===== config.mk =====
export PLATFORM = sky130hd
export DESIGN_NAME = stream_to_axi4_wr_master
export DESIGN_NICKNAME = d
export VERILOG_FILES = /design/src/rtl/stream_to_axi4_wr_master.sv
export SDC_FILE = /design/constraint.sdc
export NUM_CORES = 1
export LEC_CHECK = 0
export BUFFER_PORTS_ARGS = -buffer_cell sky130_fd_sc_hd__clkbuf_2
export CORE_AREA = 2 2 248 250
export CTS_BUF_LIST = sky130_fd_sc_hd__clkbuf_16
export CTS_CLUSTER_SIZE = 12
export DETAILED_ROUTE_END_ITERATION = 8
export DIE_AREA = 0 0 250 252
export HOLD_SLACK_MARGIN = 0.1
export PLACE_DENSITY = 0.44
export SLEW_MARGIN = 10
export SYNTH_ARGS = -nofsm -noshare
export SYNTH_HDL_FRONTEND = slang
export SYNTH_SLANG_ARGS = --single-unit

===== constraint.sdc =====
create_clock -name clock -period 12.22 [get_ports clock]
set_input_delay 2.444 -clock clock [delete_from_list [all_inputs] [get_ports clock]]
set_output_delay 2.444 -clock clock [all_outputs]
set_load 0.01 [all_outputs]

===== src/rtl/stream_to_axi4_wr_master.sv =====
// Stream-to-AXI4 write master: chops a frame of total_beats stream beats into
// sequential bursts of up to BURST_LEN beats, one burst outstanding at a time.
module stream_to_axi4_wr_master #(
  parameter int ADDR_WIDTH = 27,
  parameter int DATA_WIDTH = 256,
  parameter int ID_WIDTH   = 4,
  parameter int BURST_LEN  = 32,
  parameter int ADDR_STEP  = 8,
  parameter int AXI_ID     = 0
) (
  input  logic                  clock,
  input  logic                  rst,
  input  logic                  start,
  input  logic [ADDR_WIDTH-1:0] base_addr,
  input  logic [31:0]           total_beats,
  input  logic [DATA_WIDTH-1:0] s_data,
  input  logic                  s_valid,
  output logic                  s_ready,
  output logic [ID_WIDTH-1:0]   axi_awid,
  output logic [ADDR_WIDTH-1:0] axi_awaddr,
  output logic [8:0]            axi_awlen,
  output logic                  axi_awvalid,
  input  logic                  axi_awready,
  output logic [DATA_WIDTH-1:0] axi_wdata,
  output logic                  axi_wvalid,
  input  logic                  axi_wready,
  output logic                  axi_wlast,
  input  logic [ID_WIDTH-1:0]   axi_bid,
  input  logic [1:0]            axi_bresp,
  input  logic                  axi_bvalid,
  output logic                  axi_bready,
  output logic                  busy,
  output logic                  done,
  output logic                  error
);

  typedef enum logic [2:0] {
    S_IDLE,
    S_AW,
    S_W,
    S_B,
    S_DONE
  } state_t;

  state_t state, state_nxt;

  logic [ADDR_WIDTH-1:0] addr_q;
  logic [31:0]           remain_q;
  logic [8:0]            cur_len_q;
  logic [8:0]            beat_cnt_q;
  logic [8:0]            burst_len_w;
  logic [ADDR_WIDTH-1:0] burst_bytes;
  logic                  in_w;
  logic                  aw_fire;
  logic                  w_fire;
  logic                  b_fire;
  logic                  last_beat;

  assign burst_len_w = (remain_q > 32'(BURST_LEN)) ? 9'(BURST_LEN) : remain_q[8:0];
  assign burst_bytes = ADDR_WIDTH'(cur_len_q) * ADDR_WIDTH'(ADDR_STEP);

  assign in_w      = (state == S_W);
  assign last_beat = (beat_cnt_q == cur_len_q - 9'd1);
  assign aw_fire   = axi_awvalid && axi_awready;
  assign w_fire    = axi_wvalid && axi_wready;
  assign b_fire    = axi_bvalid && axi_bready;

  // W channel is a straight pass-through of the stream, gated by state
  assign s_ready    = in_w && axi_wready;
  assign axi_wvalid = in_w && s_valid;
  assign axi_wdata  = in_w ? s_data : '0;
  assign axi_wlast  = in_w && last_beat;
  assign axi_awid   = ID_WIDTH'(AXI_ID);
  assign busy       = (state != S_IDLE);

  always_ff @(posedge clock or posedge rst) begin
    if (rst) state <= S_IDLE;
    else     state <= state_nxt;
  end

  always_comb begin
    state_nxt = state;
    case (state)
      S_IDLE: if (start) state_nxt = (total_beats != '0) ? S_AW : S_DONE;
      S_AW:   if (aw_fire) state_nxt = S_W;
      S_W:    if (w_fire && last_beat) state_nxt = S_B;
      S_B:    if (b_fire) state_nxt = (remain_q != '0) ? S_AW : S_DONE;
      S_DONE: state_nxt = S_IDLE;
      default: state_nxt = S_IDLE;
    endcase
  end

  always_ff @(posedge clock or posedge rst) begin
    if (rst) begin
      addr_q      <= '0;
      remain_q    <= '0;
      cur_len_q   <= '0;
      beat_cnt_q  <= '0;
      axi_awaddr  <= '0;
      axi_awlen   <= '0;
      axi_awvalid <= 1'b0;
      axi_bready  <= 1'b0;
      done        <= 1'b0;
      error       <= 1'b0;
    end else begin
      done <= (state == S_DONE);
      case (state)
        S_IDLE: begin
          if (start && total_beats != '0) begin
            addr_q   <= base_addr;
            remain_q <= total_beats;
            error    <= 1'b0;
          end
        end
        S_AW: begin
          // first AW cycle only loads the request; valid rises one cycle later
          if (!axi_awvalid) begin
            axi_awvalid <= 1'b1;
            axi_awaddr  <= addr_q;
            axi_awlen   <= burst_len_w;
          end else if (axi_awready) begin
            axi_awvalid <= 1'b0;
            cur_len_q   <= axi_awlen;
            beat_cnt_q  <= '0;
          end
        end
        S_W: begin
          if (w_fire) begin
            beat_cnt_q <= beat_cnt_q + 9'd1;
            if (last_beat) begin
              remain_q <= remain_q - 32'(cur_len_q);
              addr_q   <= addr_q + burst_bytes;
            end
          end
        end
        S_B: begin
          if (!axi_bready) begin
            axi_bready <= 1'b1;
          end else if (axi_bvalid) begin
            axi_bready <= 1'b0;
            if (axi_bresp != 2'b00 || axi_bid != ID_WIDTH'(AXI_ID)) error <= 1'b1;
          end
        end
        default: ;
      endcase
    end
  end

endmodule


# ---- Word-level counts from Yosys, hierarchy flattened
# Cells that the tools add are included.
dict set report totals {
  in_bits 328
  word_cells 88
  out_inout_bits 304
  reg_bits 120
}
dict set report op_classes {
  n_eq_ne 17
  bitwise_logic 1
  reduce_logical 24
  n_addsub 4
  mux 30
  n_lt_le_gt_ge 1
}
# operator n
set op_table {}
lappend op_table {{256-bit two-way mux} 1}
lappend op_table {{32-bit two-way mux} 3}
lappend op_table {{27-bit two-way mux} 3}
lappend op_table {{32-bit case mux with 2 select lines} 1}
lappend op_table {{32-bit nonzero test} 2}
lappend op_table {{27-bit case mux with 2 select lines} 1}
lappend op_table {{9-bit two-way mux} 4}
lappend op_table {{32-bit by 6-bit > comparator with 1-bit output (second input constant)} 1}
lappend op_table {{32-bit by 9-bit subtractor with 32-bit output} 1}
lappend op_table {{27-bit by 12-bit adder with 27-bit output} 1}
lappend op_table {{3-bit two-way mux} 6}
lappend op_table {{2-bit inequality test (second input constant)} 9}
lappend op_table {{9-bit case mux with 2 select lines} 1}
lappend op_table {{3-bit case mux with 4 select lines} 1}
lappend op_table {{4-bit AND reduction} 3}
lappend op_table {{9-bit by 1-bit adder with 9-bit output (second input constant)} 1}
lappend op_table {{9-bit == test} 1}
lappend op_table {{9-bit by 1-bit subtractor with 9-bit output (second input constant)} 1}
lappend op_table {{1-bit logical AND} 8}
lappend op_table {{1-bit two-way mux} 8}
lappend op_table {{2-bit nonzero test} 4}
lappend op_table {{3-bit by 2-bit == test with 1-bit output (second input constant)} 2}
lappend op_table {{2-bit by 1-bit inequality test with 1-bit output (second input constant)} 3}
lappend op_table {{5-bit AND reduction} 1}
lappend op_table {{other kinds (10)} 10}

# ---- Depth between registers and ports, before layout
# Gate-level depths: netlist (run 1).
dict set report logic_depth {
  depth_word 6
  ltp_mapped 12
  depth_no_buf 11
}

# ---- Worst setup path after synthesis (run 1)
# No wires, ideal clock.
dict set report synth_path {
  kind {input to output}
  from {input port s_data[0]}
  to {output port axi_wdata[0]}
  n_path_buf 0
  stages 1
  path_slack_ps 7152
  arrival_ps 2624
  path_cell_list {and3_1}
}
dict set report synth_between {
  elab_chain_len 1
}
# item line
set synth_lines {}
lappend synth_lines {{start, declared} 16} ;# input logic [DATA_WIDTH-1:0] s_data,
lappend synth_lines {{256-bit two-way mux} 71} ;# assign axi_wdata = in_w ? s_data : '0;
lappend synth_lines {{end, declared} 24} ;# output logic [DATA_WIDTH-1:0] axi_wdata,
# Every way passes these cells.

# ---- Final worst setup path (run 1)
dict set report layout_path {
  from {input port s_data[18]}
  to {output port axi_wdata[18]}
}
# Same word-level chain as after synthesis.

==> results of run 1 <==
==> power by group <==
group / switching, mW / total [mW] / leakage (nW) / internal (mW)
Sequential: 0.181 / 0.723 / 1.51 / 0.542
Combinational: 1.06 / 1.65 / 5.69 / 0.594
Clock: 0.204 / 0.484 / 0.263 / 0.280
==> cell usage in the layout (no fill, tap or decap), types with 5 or more instances in the layout <==
cell and count:
or3_1 10, and3_1 268, a22oi_1 7, o22ai_1 17, nor4_1 25, nand2b_1 8
o32a_1 8, a31oi_1 10, xnor2_1 13, and2_1 5, a22o_1 6, a21oi_1 46
diode_2 7, ha_1 20, xor2_1 17, nor2_1 65, nand2_1 158, nand4_1 6
buf_4 13, o21ai_0 45, nor3_1 35, clkbuf_16 17, dfrtp_1 119, nand3_1 18
inv_1 20, a211oi_1 6, clkbuf_2 627, or4_1 8
==> worst paths after layout <==
kind	end	depth (start not counted)	slack, ns	from
max in group asynchronous	state[1]	3	8.64	rst
min	axi_awaddr[1]	2	0.46	addr_q[1]
max	axi_wdata[18]	3	6.55	s_data[18]
max reg2reg	remain_q[19]	9	7.77	cur_len_q[1]
min reg2reg	axi_awaddr[1]	2	0.46	addr_q[1]
min in group asynchronous	axi_awaddr[16]	2	2.22	rst
==> layer usage <==
metal	routed length (µm)	track usage, %	part of all wire [%]
met5	0	0	0
met4	1160	3.49	1.9
met1	25200	23.1	42
met2	29600	31.6	49
met3	4620	4.94	7.6
==> stage by stage <==
step / hold slack (ns) / setup slack [ns] / total power [mW] / cell area [µm²] / cells
6_report: 0.464 / 6.55 / 2.86 / 13200 / 2485
5_1_grt: 0.494 / 6.43 / 3.09 / 13100 / 2482
4_1_cts: 0.464 / 6.44 / 2.88 / 13100 / 2478
3_5_place_dp: 0.449 / 6.44 / 2.38 / 12600 / 2446
3_3_place_gp: 0.457 / 6.44 / 2.37 / 12600 / 2446
2_1_floorplan: 0.439 / 6.59 / 1.68 / 8750 / 1126
==> worst max-delay path, stage by stage <==
cell and delay (ns):
clkbuf_2 0.17, and3_1 0.39, clkbuf_2 0.20
==> sequential cells by signal, indices dropped and copies added, names as in the netlist, 3 cells and up <==
name and cells:
beat_cnt_q 9, cur_len_q 9, remain_q 32, axi_awlen 9, state 3, addr_q 27
axi_awaddr 27
==> cell type report <==
type                            instances  area (µm²)  share of cell area, %
Antenna cell                            7        17.5                  0.133
Clock buffer                           17         425                   3.23
Clock inverter                         15         126                  0.961
Inverter                               21        81.3                  0.618
Multi-Input combinational cell        883        5280                   40.1
Sequential cell                       120        3010                   22.9
Tap cell                              782         978                   7.44
Timing Repair Buffer                  640        3240                   24.6
==> logic make-up (layout without fill, tap and decap cells) <==
family | Yosys count | after routing | synth area share [%]
flip-flops | 120 | 120 | 34.3
buffers and inverters | 123 | 693 | 5.77
adder cells (fa/ha/maj) | 22 | 22 | 3.32
XOR/XNOR | 30 | 30 | 3.01
other | 1 | 11 | 0.0429
multiplexers | 6 | 6 | 0.716
AO/OA/AOI/OAI | 191 | 191 | 14.3
AND/OR/NAND/NOR | 630 | 630 | 38.5
==> flow_summary.yaml, run 1 <==
yosys:
  ys_ff_latch: 120
  syn_inst: 1123
  synth_most_common_cell: "and3_1"
  synth.distinct_cells: 65
  yosysWarnings: 0
  netlist_area_um2: 8740
  synth_area_per_cell_um2: 7.79
  ys_top_cells_by_area: "dfrtp_1, and3_1, nand2_1"
  ys_seq_area_share_pct: 34.3
  async_flop_share_pct: 100
  synth_largest_area_cell: "dfrtp_1"
  synthTopCellsByCount: "and3_1, nand2_1, dfrtp_1"
  synth_edf_count: 0
  synth_top_area_share_pct: 34.3
  synth-main-ff-cell: "dfrtp_1"
setup_path:
  critPathCaptureType: "output pin"
  worstPathRequired_ns: 9.78
  critPathKind: "in -> out"
  cp_max_fo: 1
  worstPathArrival_ns: 3.23
  start_kind: "input port"
global_route:
  grt_pass1_vias: 11000
  grt_first_pass_wirelength_um: 83400
  grt_use_total_pct: 18.4
  grt_max_degree: 149
  grt_overflow: 0
  antenna_found_initial: 23
clocking:
  cts_hold_buf: 0
  cts_setup_buffers: 0
  cts_buffer_depth: 2
  cts_root_buf: "clkbuf_16"
  cts_inserted_buffers: 17
  worstSkewPairLatency_ns: 0.43
  cts_tree: "yes"
  cts-resized-gates: 0
  cts.sinks: 120
  htreeDepth: 4
  clk_pin_slew_worst_paths_ns: 0.06
detailed_routing:
  vias: 11200
  routed_via_density: 4.52
  drc: 0
  first_pass_iters: 8
  routedWlPerCell_um: 24.4
  drtAntennaViolNets: 0
  drtIter0Drc: 1136
  routed_wl_um: 60600
floorplanning:
  die_w_um: 250
  die-area_um2: 63000
  num_rows: 90
  die_h_um: 252
  fp.coreArea_um2: 60100
  start_util_pct: 14.5
  ios: 632
sta:
  relSlewSlack_pct: 24.9
  worst_pin_slew_ns: 1.12
  finalClockSkew_ns: 0.0173
  finalCritPeriodShare_pct: 46.4
  hold_viol: 0
  fmax_ghz: 0.176
  rsz0062_at_grt: "no"
  fin_tns_setup_ns: 0
  slew_viol_final: 0
  fin_crit_ns: 5.67
  final-setup-viol-count: 0
final_layout:
  layout.nets: 2033
  drive_gt1_share_pct: 40.6
  final_util_pct: 21.9
  fillers: 6804
  syn_to_final_growth_pct: 50.4
place:
  dp.final_hpwl_um: 50200
  port_buffers: 627
  place_congestion: 0.991
pwr:
  powerDensity_nw_per_um2: 217
  p_leak_nw: 7.46
  ir_drop_v: 0.0000883
worst_hold_path:
  min_path_type: "reg -> reg"
run:
  drv_cap: 0
outcome:
  outcome: "finished clean"
Power figures use the tool's default switching activity.
==> inputs of run 2 (changes only) <==
Settings changed: CORE_AREA 2 2 248 250 to 2 2 247 249, DIE_AREA 0 0 250 252 to 0 0 249 251, PLACE_DENSITY 0.44 to 0.45.
Clock period 12.22 ns to 4.9 ns, I/O delays scaled along.
==> flow_summary.yaml, run 2 (synthesis results as in run 1) <==
outcome:
  outcome: "finished clean"
final_layout:
  top_register: "remain_q"
  final_common_cell: "clkbuf_2"
  fin_area_um2: 13300
  largest_register_ffs: 32
  layout_common_cells: "clkbuf_2, and3_1, nand2_1"
  drive_gt1_share_pct: 41.0
  fillers: 6670
  top_regs: "remain_q (32), addr_q (27), axi_awaddr (27)"
  syn_to_final_growth_pct: 52.1
  layout.nets: 2039
global_route:
  grt_overflow: 0
  grt_use_total_pct: 18.5
  grt_first_pass_wirelength_um: 83500
  grt_max_degree: 283
  grt_pass1_vias: 11100
  antenna_found_initial: 18
detailed_routing:
  routed_via_density: 4.60
  first_pass_iters: 5
  drtIter0Drc: 1109
  routed_wl_um: 60700
  drtAntennaViolNets: 0
  drc: 0
  vias: 11500
  routedWlPerCell_um: 24.4
sta:
  worst_pin_slew_ns: 0.961
  slew_viol_final: 0
  hold_viol: 0
  relSlewSlack_pct: 35.9
  fmax_ghz: 0.246
  layout_setup_ws_ns: 0.834
  finalClockSkew_ns: 0.0130
  finalCritPeriodShare_pct: 83.0
  fin_crit_ns: 4.07
  rsz0062_at_grt: "no"
  final-setup-viol-count: 0
  timing.hold.ws_ns: 0.469
  fin_tns_setup_ns: 0
floorplanning:
  die-area_um2: 62500
  die_w_um: 249
  ios: 632
  fp.coreArea_um2: 59800
  num_rows: 90
  die_h_um: 251
  start_util_pct: 14.6
pwr:
  p_int_mw: 3.70
  power_frac_clock_pct: 17.9
  power_switching_share_pct: 50.5
  combPwrFrac_pct: 58.8
  powerDensity_nw_per_um2: 561
  ir_drop_v: 0.000325
  p_leak_nw: 7.54
  switchingPower_mw: 3.77
  seqPwrFrac_pct: 23.3
setup_path:
  worstPathRequired_ns: 5.20
  worstPathArrival_ns: 4.37
  setup.worst_path.start: "cur_len_q[1]"
  critPathCaptureType: "flip-flop"
  r2r-end: "remain_q[19]"
  r2r_start: "cur_len_q[1]"
  critPathKind: "reg -> reg"
  reg2regPathDepth: 9
  start_kind: "flip-flop"
  cp_max_fo: 17
  rrSetupSlack_ns: 0.83
clocking:
  htreeDepth: 4
  cts_buffer_depth: 2
  cts_setup_buffers: 0
  cts_inserted_buffers: 17
  clk_pin_slew_worst_paths_ns: 0.06
  cts_root_buf: "clkbuf_16"
  worstSkewPairLatency_ns: 0.43
  cts_hold_buf: 0
  cts_tree: "yes"
  cts-resized-gates: 0
  cts.sinks: 120
place:
  place_congestion: 0.955
  pre_cts_slack_ns: 0.925
  dp.final_hpwl_um: 50400
  place_area_um2: 12700
  port_buffers: 627
worst_hold_path:
  worstHoldPathCells: 2
  min_path_type: "reg -> reg"
  hold_start: "addr_q[2]"
  whs_endpoint: "addr_q[2]"
run:
  drv_cap: 0
==> run 2: changes by cell type in the layout (fill, tap and decap cells not counted), sizes merged <==
| cell | delta |
|---|---|
| clkinvlp | -3 |
| bufinv | +2 |
| inv | +2 |
| clkinv | -1 |
| buf | +6 |
| diode | +2 |
==> run 2: power by group through the flow <==
stage,combinational [mW],sequential (mW),clock [mW]
global route,4.79,1.79,1.40
detailed placement,4.38,1.74,0
CTS,4.39,1.73,1.37
floorplan,2.52,1.66,0
global placement,4.37,1.73,0
finish,4.39,1.74,1.34
==> run 2: worst max path at each step <==
stage | cells past startpoint | slack, ns | end
after CTS | 8 | 0.86 | axi_wlast
after global routing | 9 | 0.65 | remain_q[19]
final | 9 | 0.83 | remain_q[19]
after global placement | 9 | 0.96 | remain_q[19]
after detailed placement | 9 | 0.93 | remain_q[19]
after floorplan | 1 | 0.73 | addr_q[0]
==> run 2: metrics by stage <==
step	util, %	power (mW)	std cells
CTS	22.2	7.49	2484
detailed placement	21.2	6.12	2452
floorplan	-	4.18	1126
global route	22.2	7.99	2491
finish	22.2	7.46	2493
global placement	21.2	6.11	2452
==> run 2: critical path, stage by stage, from the launching register on <==
cell and delay [ns]:
dfrtp_1 0.45, inv_1 0.19, ha_1 0.31, or3b_1 0.42
nor3_1 0.20, xnor2_1 0.13, nor4_4 0.49, nand3_1 0.65
or4b_2 0.83, a32o_1 0.28
==> run 2: area by class of cell <==
| type | count | area, µm² | area share (%) |
|---|---|---|---|
| multi-input cells | 883 | 5280 | 39.7 |
| repair buffers | 646 | 3320 | 24.9 |
| flip-flops and latches | 120 | 3010 | 22.6 |
| well taps | 782 | 978 | 7.36 |
| clock inverters | 15 | 190 | 1.43 |
| inverters | 21 | 81.3 | 0.611 |
| diodes | 9 | 22.5 | 0.169 |
| clock buffers | 17 | 425 | 3.20 |
==> run 2: metal layers <==
layer	global-route usage [%]	part of all wire (%)
met4	6.08	2.8
met5	0	0.021
met1	21.5	40
met3	7.88	11
met2	30.5	47
==> inputs of run 3 (changes only) <==
Clock period 4.9 ns to 3.3 ns, I/O delays scaled along.
==> flow_summary.yaml, run 3 (synthesis results as in run 1) <==
global_route:
  grt_pass1_vias: 11100
  grt_first_pass_wirelength_um: 84200
  antenna_found_initial: 20
  grt_overflow: 0
  grt_use_total_pct: 18.6
  grt_max_degree: 154
detailed_routing:
  drtIter0Drc: 1099
  vias: 11400
  routed_wl_um: 61100
  first_pass_iters: 8
  drtAntennaViolNets: 0
  routed_via_density: 4.53
  drc: 0
  routedWlPerCell_um: 24.2
setup_path:
  slowest_stage: "or4_4"
  worst_path_most_repeated_cell: "buf_6"
  worstPathRequired_ns: 2.64
  r2r_start: "cur_len_q[1]"
  critPathKind: "reg -> out"
  reg2regPathDepth: 9
  cp_max_fo: 3
  cp_slowest_stage_delay_ns: 0.57
  worstPathArrival_ns: 2.58
  r2r-end: "remain_q[19]"
  cp_cell_sequence: "buf_6, or4_4, nor2_4, xnor2_2, nor4_4, buf_4, and3_4, buf_6"
  rrSetupSlack_ns: 0.15
  start_kind: "flip-flop"
  critPathCaptureType: "output pin"
outcome:
  outcome: "finished clean"
floorplanning:
  num_rows: 90
  die_h_um: 251
  ios: 632
  start_util_pct: 14.6
  fp.coreArea_um2: 59800
  die_w_um: 249
  die-area_um2: 62500
place:
  dp.final_hpwl_um: 51700
  pre_cts_slack_ns: 0.126
  port_buffers: 627
  dp_cells: 2479
  place_congestion: 0.925
pwr:
  ir_drop_v: 0.000373
  total_power_mw: 11.1
  powerDensity_nw_per_um2: 819
  p_leak_nw: 7.69
final_layout:
  top_register: "remain_q"
  fin_cells: 2523
  largest_register_ffs: 32
  syn_to_final_growth_pct: 55.4
  drive_gt1_share_pct: 42.4
  layout.nets: 2070
  layout_common_cells: "clkbuf_2, and3_1, nand2_1"
  top_regs: "remain_q (32), addr_q (27), axi_awaddr (27)"
  final_common_cell: "clkbuf_2"
clocking:
  cts_buffer_depth: 2
  cts_tree: "yes"
  htreeDepth: 4
  cts.sinks: 120
  clk_pin_slew_worst_paths_ns: 0.06
  cts_root_buf: "clkbuf_16"
  worstSkewPairLatency_ns: 0.42
  cts_inserted_buffers: 17
sta:
  fmax_ghz: 0.309
  final-setup-viol-count: 0
  timing.hold.ws_ns: 0.337
  fin_tns_setup_ns: 0
  hold_viol: 0
  worst_pin_slew_ns: 0.703
  finalClockSkew_ns: 0.0127
  rsz0062_at_grt: "yes"
  slew_viol_final: 0
  relSlewSlack_pct: 53.0
  fin_crit_ns: 3.24
  finalCritPeriodShare_pct: 98.1
  layout_setup_ws_ns: 0.0642
worst_hold_path:
  min_path_type: "in -> async"
run:
  drv_cap: 0
-- run 3: changes by cell type in the layout (fill, tap and decap cells not counted), moves of 2 or more --
cell and change:
buf_6 +2, buf_12 +3, clkinv_2 +2, inv_6 -2, buf_4 +27, clkinvlp_4 +2
-- run 3: worst max-delay path: cells and delay by family, from the launching register on --
family                 cells  cell delay [ns]
XOR/XNOR                   1             0.09
buffers and inverters      3             0.40
flip-flops                 1             0.40
AND/OR/NAND/NOR            4             1.25
-- run 3: what timing repair did --
item | in CTS | in global routing
gates cloned | 0 | 0
gates resized for setup | 5 | 10
pin swaps | 1 | 4
setup endpoints to repair | 1 | 1
hold buffers | 0 | 0
setup buffers | 1 | 3
-- run 3: worst max-delay path by stage --
stage | startpoint | slack (ns) | depth (start not counted) | end
6_report | cur_len_q[1] | 0.06 | 8 | axi_wlast
5_1_grt | cur_len_q[1] | -0.004 | 8 | axi_wlast
4_1_cts | cur_len_q[1] | 0.03 | 10 | axi_wlast
3_5_place_dp | cur_len_q[1] | 0.13 | 9 | remain_q[19]
3_3_place_gp | cur_len_q[1] | 0.22 | 9 | remain_q[19]
2_1_floorplan | cur_len_q[8] | 0.15 | 11 | remain_q[24]
-- run 3: metrics by stage --
stage / util (%) / area, µm²
3_3_place_gp: 21.6 / 12900
2_1_floorplan: - / 8760
3_5_place_dp: 21.6 / 12900
5_1_grt: 22.7 / 13600
4_1_cts: 22.6 / 13500
6_report: 22.7 / 13600
-- run 3: layout make-up --
class                           instances  area (µm²)
Clock buffer                           17         425
Inverter                               21        82.6
Timing Repair Buffer                  677        3600
Tap cell                              782         978
Clock inverter                         15         153
Sequential cell                       120        3010
Antenna cell                            8        20.0
Fill cell                            6659       46200
Multi-Input combinational cell        883        5320
-- run 3: where the power goes --
group | internal, mW | total, mW | switching (mW)
Combinational | 2.43 | 6.68 | 4.25
Sequential | 2.01 | 2.58 | 0.565
Clock | 1.11 | 1.87 | 0.760
-- run 3: routing by layer --
layer  GRT usage (%)  vias up  routed length, µm
li1                -     5270                  -
met1            23.0     5644              25500
met2            31.3      446              29700
met3            5.20       65               4280
met4            5.92        2               1620
met5               0        -                 11
